`src/rtl/mram_controller.sv`:
```
// Synchronous initiator for a 16-bit asynchronous MRAM part.
// A single-cycle req/ack host handshake is turned into sequenced E_n / G_n / W_n
// strobes with programmable setup, write-pulse, hold and read-access cycle counts.
//
// Ports:
//   SIM_CLK, SIM_RST             clock, asynchronous active-high reset
//   req, we, addr, wdata, be     host request (sampled only while idle)
//   busy, ack, rdata             host status / completion / read data
//   mem_a, mem_e_n, mem_g_n,     MRAM address and active-low strobes
//   mem_w_n, mem_lb_n, mem_ub_n
//   mem_dq_out, mem_dq_oe        write data and board-level DQ drive enable
//   mem_dq_in                    DQ as seen on the board
module mram_controller #(
  parameter int unsigned T_SU = 2,
  parameter int unsigned T_WP = 3,
  parameter int unsigned T_HD = 1,
  parameter int unsigned T_RD = 3
) (
  input  logic        SIM_CLK,
  input  logic        SIM_RST,
  input  logic        req,
  input  logic        we,
  input  logic [15:0] addr,
  input  logic [15:0] wdata,
  input  logic [1:0]  be,
  output logic        busy,
  output logic        ack,
  output logic [15:0] rdata,
  output logic [15:0] mem_a,
  output logic        mem_e_n,
  output logic        mem_g_n,
  output logic        mem_w_n,
  output logic        mem_lb_n,
  output logic        mem_ub_n,
  output logic [15:0] mem_dq_out,
  output logic        mem_dq_oe,
  input  logic [15:0] mem_dq_in
);

  if (T_SU < 1 || T_SU > 15) begin : g_bad_su
    $error("T_SU out of range 1..15");
  end
  if (T_WP < 1 || T_WP > 15) begin : g_bad_wp
    $error("T_WP out of range 1..15");
  end
  if (T_HD < 1 || T_HD > 15) begin : g_bad_hd
    $error("T_HD out of range 1..15");
  end
  if (T_RD < 1 || T_RD > 15) begin : g_bad_rd
    $error("T_RD out of range 1..15");
  end

  localparam logic [3:0] SuLoad = 4'(T_SU - 1);
  localparam logic [3:0] WpLoad = 4'(T_WP - 1);
  localparam logic [3:0] HdLoad = 4'(T_HD - 1);
  localparam logic [3:0] RdLoad = 4'(T_RD - 1);

  typedef enum logic [2:0] {
    StIdle, StWsu, StWp, StWhd, StRsu, StRd, StDone
  } state_e;

  state_e      state_q, state_d;
  logic [3:0]  cnt_q, cnt_d;
  logic [15:0] addr_q, addr_d;
  logic [15:0] wdata_q, wdata_d;
  logic [1:0]  be_q, be_d;
  logic [15:0] rdata_q, rdata_d;

  always_ff @(posedge SIM_CLK or posedge SIM_RST) begin
    if (SIM_RST) begin
      state_q <= StIdle;
      cnt_q   <= '0;
      addr_q  <= '0;
      wdata_q <= '0;
      be_q    <= '0;
      rdata_q <= '0;
    end else begin
      state_q <= state_d;
      cnt_q   <= cnt_d;
      addr_q  <= addr_d;
      wdata_q <= wdata_d;
      be_q    <= be_d;
      rdata_q <= rdata_d;
    end
  end

  // Next state: every timed state is loaded with (count-1) on entry and exits at zero.
  always_comb begin
    state_d = state_q;
    cnt_d   = cnt_q;
    addr_d  = addr_q;
    wdata_d = wdata_q;
    be_d    = be_q;
    rdata_d = rdata_q;
    case (state_q)
      StIdle: begin
        if (req) begin
          addr_d  = addr;
          wdata_d = wdata;
          be_d    = be;
          cnt_d   = SuLoad;
          state_d = we ? StWsu : StRsu;
        end
      end
      StWsu: begin
        if (cnt_q == 4'd0) begin
          state_d = StWp;
          cnt_d   = WpLoad;
        end else begin
          cnt_d = cnt_q - 4'd1;
        end
      end
      StWp: begin
        if (cnt_q == 4'd0) begin
          state_d = StWhd;
          cnt_d   = HdLoad;
        end else begin
          cnt_d = cnt_q - 4'd1;
        end
      end
      StWhd: begin
        if (cnt_q == 4'd0) begin
          state_d = StDone;
        end else begin
          cnt_d = cnt_q - 4'd1;
        end
      end
      StRsu: begin
        if (cnt_q == 4'd0) begin
          state_d = StRd;
          cnt_d   = RdLoad;
        end else begin
          cnt_d = cnt_q - 4'd1;
        end
      end
      StRd: begin
        if (cnt_q == 4'd0) begin
          // Deselected lanes keep their previous contents.
          if (be_q[0]) rdata_d[7:0]  = mem_dq_in[7:0];
          if (be_q[1]) rdata_d[15:8] = mem_dq_in[15:8];
          state_d = StDone;
        end else begin
          cnt_d = cnt_q - 4'd1;
        end
      end
      StDone:  state_d = StIdle;
      default: state_d = StIdle;
    endcase
  end

  // Strobes decode from state only; IDLE and DONE are the bus turnaround cycles.
  always_comb begin
    mem_e_n   = 1'b1;
    mem_g_n   = 1'b1;
    mem_w_n   = 1'b1;
    mem_lb_n  = 1'b1;
    mem_ub_n  = 1'b1;
    mem_dq_oe = 1'b0;
    case (state_q)
      StWsu, StWhd: begin
        mem_e_n   = 1'b0;
        mem_dq_oe = 1'b1;
        mem_lb_n  = ~be_q[0];
        mem_ub_n  = ~be_q[1];
      end
      StWp: begin
        mem_e_n   = 1'b0;
        mem_w_n   = 1'b0;
        mem_dq_oe = 1'b1;
        mem_lb_n  = ~be_q[0];
        mem_ub_n  = ~be_q[1];
      end
      StRsu: begin
        mem_e_n  = 1'b0;
        mem_lb_n = ~be_q[0];
        mem_ub_n = ~be_q[1];
      end
      StRd: begin
        mem_e_n  = 1'b0;
        mem_g_n  = 1'b0;
        mem_lb_n = ~be_q[0];
        mem_ub_n = ~be_q[1];
      end
      default: ;
    endcase
  end

  assign mem_a      = addr_q;
  assign mem_dq_out = wdata_q;
  assign busy       = (state_q != StIdle);
  assign ack        = (state_q == StDone);
  assign rdata      = rdata_q;

  a_no_g_and_w: assert property (@(posedge SIM_CLK) disable iff (SIM_RST)
    !(!mem_g_n && !mem_w_n));
  a_no_oe_while_g: assert property (@(posedge SIM_CLK) disable iff (SIM_RST)
    !(mem_dq_oe && !mem_g_n));
  a_w_needs_e: assert property (@(posedge SIM_CLK) disable iff (SIM_RST)
    !mem_w_n |-> !mem_e_n);
  a_stable_in_wp: assert property (@(posedge SIM_CLK) disable iff (SIM_RST)
    !mem_w_n |=> (mem_w_n || ($stable(mem_a) && $stable(mem_dq_out))));

endmodule

```
`config.mk`:
```
export PLATFORM = sky130hd
export DESIGN_NAME = mram_controller
export DESIGN_NICKNAME = d
export VERILOG_FILES = /design/src/rtl/mram_controller.sv
export SDC_FILE = /design/constraint.sdc
export NUM_CORES = 1
export LEC_CHECK = 0
export BUFFER_PORTS_ARGS = -buffer_cell sky130_fd_sc_hd__clkbuf_2
export CORE_MARGIN = 2
export CORE_UTILIZATION = 40
export DETAILED_ROUTE_END_ITERATION = 12
export PLACE_DENSITY = 0.73
export REMOVE_ABC_BUFFERS = 1
export SYNTH_ARGS = -nofsm -noshare
export SYNTH_HDL_FRONTEND = slang
export SYNTH_SLANG_ARGS = --single-unit
```
`constraint.sdc`:
```
create_clock -name SIM_CLK -period 1.85 [get_ports SIM_CLK]
set_input_delay 0.37 -clock SIM_CLK [delete_from_list [all_inputs] [get_ports SIM_CLK]]
set_output_delay 0.37 -clock SIM_CLK [all_outputs]
set_load 0.05 [all_outputs]
```
==> out/qor.yml, run 1 <==
status:
  status: "finished, final reports clean"
sta:
  hold_viol_final: 0
  worst_hold_slack_ns: 0.0712
  min_period_ns: 1.81
  clock_skew_ns: 0.00962
  slew_headroom: 0.777
  worst_slew_pin_slew_ns: 0.331
  timing.fmax_ghz: 0.553
  setup_viol: 0
  period_share: 0.978
  finalMaxSlewViolations: 0
setup_path:
  start_kind: "register"
  r2r_start: "cnt_q[0]$_DFFE_PP0P_"
  rr_endpoint: "cnt_q[2]$_DFFE_PP0P_"
  ff2ff_path_depth: 6
  crit_path_max_fanout: 5
  cp_data_arrival_time_ns: 2.02
  rrSetupSlack_ns: 0.04
  cp.required_ns: 2.06
  crit_type: "register to register"
  critPathCaptureType: "register"
clocking:
  cts_num_sinks: 57
  cts_inserted_buffers: 9
  cts_tree: "built"
  clockBufferDepth: 2
  cts-htree-levels: 3
  cts_root_buffer: "clkbuf_8"
  clk_pin_slew_worst_paths_ns: 0.07
  cts_hold_buffers: 0
  clk_latency_ns: 0.33
die:
  die_width_um: 80.9
  rows: 27
  die_y_um: 80.9
  boundaryPins: 110
  initial_utilization: 0.421
  core_area_um2: 5610
  dieArea_um2: 6540
place:
  dpl.hpwl_um: 3690
  gp_congestion: 0.836
  port_buffers: 109
global_routing:
  grt_max_degree: 58
  antenna_found_initial: 0
  grt_use_total: 0.157
  grt_pass1_vias: 1679
  grt_overflow: 0
  grt_pass1_wl_um: 7530
synthesis:
  synth_area_um2: 2360
  syn_avg_cell_area_um2: 14.2
  ys_seq_area_frac: 0.603
  synthCells: 166
  synth.yosys.warnings: 0
  synth_seq_cells: 57
  synth.distinct_cells: 37
detailed_routing:
  first_iter_violations: 44
  avgRoutedWirePerCell_um: 13.6
  viasPerCell: 4.76
  drc: 0
  dr.pass1.iters: 4
  detail-route-antenna-nets: 0
  vias: 1772
  drt_wl_total_um: 5050
layout:
  layout_commonest_cell: "clkbuf_2"
  fin_nets: 350
  num-fill-cells: 453
  drive_above_1_share: 0.677
  n_antenna_cell: 0
  layout_common_cells: "101 x clkbuf_2, 57 x dfrtp_1, 49 x mux2_2, 16 x buf_4, 12 x clkbuf_8"
  area_growth_pct: 43.7
job:
  maxCapViolCount: 0
hold_path:
  hold_path.class: "input port to asynchronous set/reset pin"
## registers in the layout, indices dropped and copies added, names as in the netlist
signal,count
mem_a,16
mem_dq_out,16
rdata,16
cnt_q,4
state_q,3
be_q,2
## worst max-delay path: stages (launching register included)
cell      delay (ns)
dfrtp_1         0.35
inv_1           0.05
ha_2            0.20
and4bb_1        0.23
maj3_2          0.32
o21bai_4        0.19
a221o_1         0.34
## kinds of logic (layout without fill, tap and decap cells)
kind of cell             after synthesis  after routing  share of synthesized area
adder cells (fa/ha/maj)                2              2                     0.0101
AND/OR/NAND/NOR                       28             28                     0.0683
multiplexers                          50             50                      0.240
buffers and inverters                 12            146                     0.0249
flip-flops                            57             57                      0.603
AO/OA/AOI/OAI                         17             17                     0.0535
## worst max-delay path by stage
stage | from | to | cells past startpoint
finish | cnt_q[0]$_DFFE_PP0P_ | cnt_q[2]$_DFFE_PP0P_ | 6
global route | cnt_q[0]$_DFFE_PP0P_ | cnt_q[2]$_DFFE_PP0P_ | 6
CTS | state_q[1]$_DFFE_PP0P_ | busy | 3
detailed placement | cnt_q[0]$_DFFE_PP0P_ | rdata[5]$_DFFE_PP0P_ | 6
global placement | cnt_q[0]$_DFFE_PP0P_ | rdata[5]$_DFFE_PP0P_ | 6
floorplan | state_q[2]$_DFFE_PP0P_ | be_q[0]$_DFFE_PP0P_ | 3
## what timing repair did
item,4_1_cts,5_1_grt
resized for setup,19,8
setup endpoints to repair,22,8
pin swaps,1,1
buffers inserted,1,4
gates cloned,0,0
## metal layers
layer  global-route usage  vias to the layer above  wire, um
met4               0.0627                        0        59
met3               0.0700                        9       465
met2                0.268                       83      2430
met1                0.169                      830      2090
li1                     -                      850         -
met5                    0                        -         0
## synth_stat cells
master     n  area (um2)
dfrtp_1   57        1430
mux2_2    49         552
nand2_1    6        22.5
inv_1      5        18.8
nor2_1     5        18.8
a21oi_1    4        20.0
buf_4      3        22.5
o21ai_0    3        15.0
buf_2      2        10.0
clkbuf_1   2        7.51
nand2_2    2        12.5
nor4_1     2        12.5
o22ai_1    2        12.5
a211o_1    1        8.76
a211oi_1   1        7.51
a221o_1    1        10.0
a22oi_1    1        7.51
a32o_1     1        10.0
and2_1     1        6.26
and3_1     1        6.26
and4b_1    1        10.0
and4bb_1   1        12.5
ha_1       1        12.5
maj3_2     1        11.3
mux2_4     1        15.0
nand2b_1   1        6.26
nand3b_1   1        7.51
nor2_2     1        6.26
nor2b_1    1        6.26
nor3_1     1        5.00
nor3b_1    1        7.51
o21bai_1   1        7.51
o21bai_4   1        18.8
o311ai_0   1        8.76
or2_2      1        6.26
or3_1      1        6.26
or3b_2     1        8.76
## through the flow
| step | setup slack (ns) | instance area [um2] | util | std cells | TNS, ns |
|---|---|---|---|---|---|
| 2_1_floorplan | -0.322 | 2320 | - | 159 | -11.02 |
| 6_report | 0.0406 | 3400 | 0.606 | 372 | 0 |
| 3_5_place_dp | -0.0433 | 3070 | 0.547 | 351 | -0.310 |
| 5_1_grt | -0.0293 | 3400 | 0.606 | 372 | -0.0561 |
| 3_3_place_gp | 0.00468 | 3070 | 0.547 | 351 | 0 |
| 4_1_cts | 0.0174 | 3360 | 0.599 | 368 | 0 |
## final cells by class
type                    count  area [um2]  area share
clock inverters             5        53.8      0.0158
repair buffers            125         726       0.214
clock buffers              11         151      0.0446
flip-flops and latches     57        1430       0.420
multi-input cells          97         931       0.274
well taps                  72        90.1      0.0265
inverters                   5        18.8     0.00552
Power of run 1 is left out: the tool's default activity adds up to more than one toggle a clock period on the data nets, which glitch-free logic cannot reach.
==> inputs of run 2 (changes only) <==
==> constraint.sdc (replaced) <==
create_clock -name SIM_CLK -period 1.6 [get_ports SIM_CLK]
set_input_delay 0.32 -clock SIM_CLK [delete_from_list [all_inputs] [get_ports SIM_CLK]]
set_output_delay 0.32 -clock SIM_CLK [all_outputs]
set_load 0.05 [all_outputs]
==> run 2 against run 1 <==
Net effect: the flow now finishes with violations (negative setup slack); worst hold slack worse by 0.030 ns; register-to-register slack worse by 0.16 ns; die area unchanged; global-route usage rose by 1.8 points; clock skew barely moved; worst setup slack got worse by 0.18 ns; clock-buffer cell count unchanged; non-clock buffer count grew 15; critical path depth fell by 2; cell count grew 3.8%; critical path type is now register to output pin.
==> out/qor.yml, run 2 (synthesized netlist as in run 1, its figures left out) <==
status:
  status: "finished, violations left"
  violations: "negative setup slack"
die:
  die_width_um: 80.9  # unchanged
  core_area_um2: 5610  # unchanged
  boundaryPins: 110  # unchanged
  initial_utilization: 0.421  # unchanged
  rows: 27  # unchanged
  dieArea_um2: 6540  # unchanged
  die_y_um: 80.9  # unchanged
sta:
  worst_slew_pin_slew_ns: 0.293  # -0.0384 ns
  setup_slack_ns: -0.138  # -0.179 ns
  clock_skew_ns: 0.00938  # -0.000246 ns
  rsz0062_at_grt: "yes"
  timing.fmax_ghz: 0.575
  setup_viol: 27  # +27
  finalMaxSlewViolations: 0  # unchanged
  slew_headroom: 0.805  # +0.0284
  min_period_ns: 1.74
  period_share: 1.09
  hold_viol_final: 0  # unchanged
detailed_routing:
  detail-route-antenna-nets: 0  # unchanged
  vias: 1916  # +8.1%
  avgRoutedWirePerCell_um: 15.0  # +11%
  first_iter_violations: 50  # +14%
  dr.pass1.iters: 4  # unchanged
  drt_wl_total_um: 5800  # +15%
  viasPerCell: 4.96  # +4.2%
  drc: 0  # unchanged
clocking:
  cts_tree: "built"
  cts_inserted_buffers: 9  # unchanged
  cts_num_sinks: 57  # unchanged
  clk_latency_ns: 0.33  # about the same
  clockBufferDepth: 2  # unchanged
  cts-htree-levels: 3  # unchanged
  cts_hold_buffers: 0  # unchanged
  cts_root_buffer: "clkbuf_8"
  clk_pin_slew_worst_paths_ns: 0.07  # about the same
setup_path:
  critPathCaptureType: "output pin"
  crit_type: "register to output pin"
  cp.required_ns: 1.28  # -0.78 ns
  start_kind: "register"
  cp_data_arrival_time_ns: 1.42  # -0.60 ns
  crit_path_max_fanout: 4  # -1
global_routing:
  grt_max_degree: 58  # unchanged
  grt_use_total: 0.174  # +0.0180
  grt_pass1_vias: 1878  # +12%
  antenna_found_initial: 0  # unchanged
  grt_overflow: 0  # unchanged
  grt_pass1_wl_um: 8420  # +12%
layout:
  final_util: 0.651  # +0.0455
  layout_common_cells: "101 x clkbuf_2, 55 x dfrtp_1, 49 x mux2_2, 23 x buf_4, 11 x clkbuf_8"
  layout_commonest_cell: "clkbuf_2"
  fin_nets: 365  # +4.3%
  drive_above_1_share: 0.723  # +0.0463
  n_antenna_cell: 0  # unchanged
  area_growth_pct: 54.5
place:
  port_buffers: 109  # unchanged
  dpl.hpwl_um: 4020  # +8.9%
  pre_cts_ws_ns: -0.226  # -0.182 ns
  gp_congestion: 0.814  # -2.6%
job:
  maxCapViolCount: 0  # unchanged
hold_path:
  hold_path.class: "input port to asynchronous set/reset pin"
## run 2: cell types whose count changed in the layout (fill, tap and decap cells not counted), moves of 3 or more
| cell | before | now |
|---|---|---|
| buf_4 | 16 | 23 |
| nor2_4 | 1 | 4 |
| clkinvlp_4 | 0 | 3 |
| buf_8 | 1 | 6 |
| clkbuf_16 | 0 | 3 |
| nor2_1 | 5 | 2 |
| buf_6 | 1 | 5 |
| clkinv_2 | 3 | 0 |
## run 2: critical path, cell delays in order, from the launching register on
cell	delay, ns
dfrtp_1	0.42
buf_6	0.15
nand2b_4	0.13
or2_4	0.23
clkbuf_16	0.17
## run 2: per-stage QoR
stage	hold slack [ns]	setup TNS, ns	instance area (um2)	instances
2_1_floorplan	0.469	-30.76	2320	159
3_3_place_gp	0.390	-3.27	3130	360
3_5_place_dp	0.399	-3.83	3130	360
4_1_cts	0.0397	-2.35	3550	381
5_1_grt	0.0578	-3.96	3650	386
6_report	0.0411	-2.17	3650	386
## run 2: final cells by class
cell class	count	area, um2
fill	427	1960
sequential	57	1430
clock buffer	11	151
multi-input combinational	97	971
clock inverter	4	52.6
timing repair buffer	140	940
inverter	5	18.8
tap	72	90.1
## run 2: repair_timing
action | in CTS | in global routing
resized for setup | 38 | 19
setup endpoints to repair | 33 | 61
buffers inserted | 6 | 4
gates cloned | 0 | 1
pin swaps | 12 | 8
hold endpoints to repair | 0 | 0
## run 2: layer usage
layer,wire (um),GRT usage
met1,2250,0.196
met2,2960,0.298
met3,482,0.0700
met4,104,0.0661
met5,0,0
## run 2: final timing paths
check	startpoint	end	slack, ns	cells past startpoint
setup / recovery	state_q[2]$_DFFE_PP0P_	mem_w_n	-0.14	4
hold / removal	SIM_RST	rdata[7]$_DFFE_PP0P_	0.04	3
setup reg to reg	state_q[0]$_DFFE_PP0P_	cnt_q[2]$_DFFE_PP0P_	-0.12	5
hold reg to reg	mem_a[15]$_DFFE_PP0P_	mem_a[15]$_DFFE_PP0P_	0.51	1
max in group asynchronous	SIM_RST	state_q[0]$_DFFE_PP0P_	1.30	3
min in group SIM_CLK	be[1]	be_q[1]$_DFFE_PP0P_	0.22	2
Power of run 2 is left out for the same reason.
==> inputs of run 3 (changes only) <==
--- a/config.mk
+++ b/config.mk
@@ -5,11 +5,12 @@
 export SDC_FILE = /design/constraint.sdc
 export NUM_CORES = 1
 export LEC_CHECK = 0
+export ABC_AREA = 1
 export BUFFER_PORTS_ARGS = -buffer_cell sky130_fd_sc_hd__clkbuf_2
 export CORE_MARGIN = 2
 export CORE_UTILIZATION = 40
 export DETAILED_ROUTE_END_ITERATION = 12
-export PLACE_DENSITY = 0.73
+export PLACE_DENSITY_LB_ADDON = 0.05
 export REMOVE_ABC_BUFFERS = 1
 export SYNTH_ARGS = -nofsm -noshare
 export SYNTH_HDL_FRONTEND = slang
==> run 3 against run 2 <==
Net effect: the flow still finishes with violations (negative setup slack); clock-buffer cell count grew 1; via count up 27%; cell count up 33%; first-iteration DRC count grew to 2.7 times the previous value; global-route usage is 1.4 points higher; fmax up 5.7%; flip-flop and latch count unchanged; worst setup slack better by 0.093 ns.
==> out/qor.yml, run 3 <==
global_routing:
  grt_use_total: 0.189  # +0.0144
  antenna_found_initial: 0  # unchanged
  grt_overflow: 0  # unchanged
  grt_pass1_vias: 2241  # +19%
  grt_max_degree: 35  # -40%
  grt_pass1_wl_um: 10700  # +27%
status:
  violations: "negative setup slack"
  status: "finished, violations left"
synthesis:
  async_flop_share: 1.00  # unchanged
  yosys-top-cells-area: "dfrtp_1 55%, nand2_1 19%, nand3_1 8.3%, o21ai_0 3.5%, nor2_4 2.2%"
  synth_seq_cells: 57  # unchanged
  synth.yosys.warnings: 0  # unchanged
  synth.distinct_cells: 24  # -35%
  syn_avg_cell_area_um2: 8.53  # -40%
  netlist.area_leader.share: 0.553  # -0.0501
  synthCells: 302  # +82%
  synth_area_um2: 2580  # +9.1%
  synth_ff_type: "dfrtp_1"
  synth_common_cells: "132 x nand2_1, 57 x dfrtp_1, 43 x nand3_1, 18 x o21ai_0, 10 x inv_1"
  synth_edf_count: 0  # unchanged
  synth.most_common_cell: "nand2_1"
  synth_top_area_cell: "dfrtp_1"
  ys_seq_area_frac: 0.553  # -0.0501
setup_path:
  critPathCaptureType: "output pin"
  crit_type: "register to output pin"
  cp.required_ns: 1.28  # about the same
  crit_path_max_fanout: 4  # unchanged
  cp_data_arrival_time_ns: 1.32  # -0.10 ns
  start_kind: "register"
place:
  port_buffers: 109  # unchanged
  gp_congestion: 0.844  # +3.7%
  placedCellCount: 485  # +35%
  dpl.hpwl_um: 4510  # +12%
  postPlaceCellArea_um2: 3240  # +3.4%
layout:
  layout_commonest_cell: "nand2_1"
  fin_nets: 487  # +33%
  final_util: 0.587  # -0.0643
  layout_common_cells: "128 x nand2_1, 101 x clkbuf_2, 55 x dfrtp_1, 43 x nand3_1, 19 x buf_4"
  n_antenna_cell: 0  # unchanged
  area_growth_pct: 43.0
  stdcell_count: 514  # +33%
  drive_above_1_share: 0.403  # -0.320
  final_area_um2: 3680  # +0.89%
die:
  initial_utilization: 0.411  # -0.0109
  rows: 29  # +7.4%
  die_y_um: 84.3  # +4.2%
  die_width_um: 84.3  # +4.2%
  dieArea_um2: 7100  # +8.6%
  boundaryPins: 110  # unchanged
  core_area_um2: 6280  # +12%
power:
  p_per_area_nw_per_um2: 2540
  power.total_uw: 9380
  leakagePower_uw: 0.00197
  vdd_drop_max_mv: 1.20
detailed_routing:
  viasPerCell: 4.72  # -4.8%
  dr.pass1.iters: 4  # unchanged
  drt_wl_total_um: 6490  # +12%
  wl_met3_um: 539  # +12%
  drt-met1-wl_um: 2860  # +27%
  highest_layer: "met4"
  avgRoutedWirePerCell_um: 12.6  # -16%
  drc: 0  # unchanged
  detail-route-antenna-nets: 0  # unchanged
  wl_met2_um: 2990  # +0.98%
  first_iter_violations: 135  # +170%
  vias: 2428  # +27%
clocking:
  cts_tree: "built"
  cts_num_sinks: 57  # unchanged
  clockBufferDepth: 2  # unchanged
  cts-htree-levels: 3  # unchanged
  cts_inserted_buffers: 9  # unchanged
  clk_latency_ns: 0.34  # about the same
  clk_pin_slew_worst_paths_ns: 0.07  # about the same
  cts_root_buffer: "clkbuf_8"
sta:
  rsz0062_at_grt: "yes"
  setup_slack_ns: -0.0450  # +0.0930 ns
  timing.fmax_ghz: 0.608  # +5.7%
  finalMaxSlewViolations: 0  # unchanged
  worst_slew_pin_slew_ns: 0.472  # +0.179 ns
  clock_skew_ns: 0.00618  # -0.00319 ns
  setup_viol: 5  # -81%
  slew_headroom: 0.685  # -0.120
  min_period_ns: 1.64  # -0.0930 ns
  period_share: 1.03  # -0.0581
  hold_viol_final: 0  # unchanged
hold_path:
  hold_path.class: "input port to register"
job:
  maxCapViolCount: 0  # unchanged
[run 3: cell count changes in the layout (fill, tap and decap cells not counted), sizes merged, moves of 2 or more]
cell / change
nand2: +130
mux2: -50
nand3: +44
o21ai: +17
buf: -11
inv: +8
nor2: +7
a21oi: -4
clkbuf: +2
nor4: -2
o21bai: -2
o22ai: -2
[run 3: report_power, final]
group          switching, uW  leakage (uW)  internal [uW]  total (uW)
combinational           3860       0.00120           1600        5460
clock                    597      0.000105            844        1440
sequential               415      0.000663           2060        2480
[run 3: layer usage]
layer	up-vias	global-route usage
li1	1225	-
met1	1097	0.253
met2	97	0.284
met3	9	0.0541
met4	0	0.0880
met5	-	0
[run 3: final cells by class]
type	count	area, um2
clock buffer	12	165
multi-input combinational	220	1050
tap	77	96.3
sequential	57	1430
clock inverter	4	50.0
timing repair buffer	131	835
fill	600	2590
inverter	13	61.3
[run 3: logic make-up after synthesis]
group                      after synthesis  synth area share
DFF                                     57             0.553
xor gates and xnor gates                 2           0.00680
buffers and inverters                   26            0.0568
AOI/OAI and AO/OA                       20            0.0388
and+or+nand+nor                        196             0.339
adders and majority gates                1           0.00485
[run 3: worst max-delay path: stages, from the launching register on]
cell       delay [ns]
dfrtp_2          0.45
nor2_4           0.14
nand2_4          0.07
nand2_4          0.08
inv_4            0.05
nand2_4          0.05
clkbuf_16        0.15
[run 3: worst paths after layout]
check,start,endpoint,slack (ns),depth (start not counted)
worst min-delay path,mem_dq_in[12],rdata[12]$_DFFE_PP0P_,0.19,3
worst max-delay path,state_q[1]$_DFFE_PP0P_,mem_ub_n,-0.04,6
worst min register to register,mem_dq_out[0]$_DFFE_PP0P_,mem_dq_out[0]$_DFFE_PP0P_,0.47,2
max in group asynchronous,SIM_RST,mem_dq_out[5]$_DFFE_PP0P_,0.57,4
worst max register to register,cnt_q[1]$_DFFE_PP0P_,rdata[0]$_DFFE_PP0P_,0.14,9
min in group asynchronous,SIM_RST,mem_a[7]$_DFFE_PP0P_,0.55,3
[run 3: stage by stage]
step | hold WS [ns] | worst slack, ns | TNS [ns]
3_3_place_gp | 0.353 | 0.0939 | 0
2_1_floorplan | 0.437 | -0.156 | -7.18
6_report | 0.186 | -0.0450 | -0.141
3_5_place_dp | 0.352 | 0.0815 | 0
4_1_cts | 0.170 | -0.0570 | -0.152
5_1_grt | 0.191 | -0.112 | -0.524
[run 3: what timing repair did]
action                                 in CTS  in global routing
pin swaps                                   3                  6
hold buffers                                1                  0
buffers inserted                            8                  3
gates resized for setup                    24                 15
setup endpoints to repair                   8                 22
gates cloned                                0                  1
endpoints found under the hold margin      18                  0
Power figures use the tool's default switching activity.
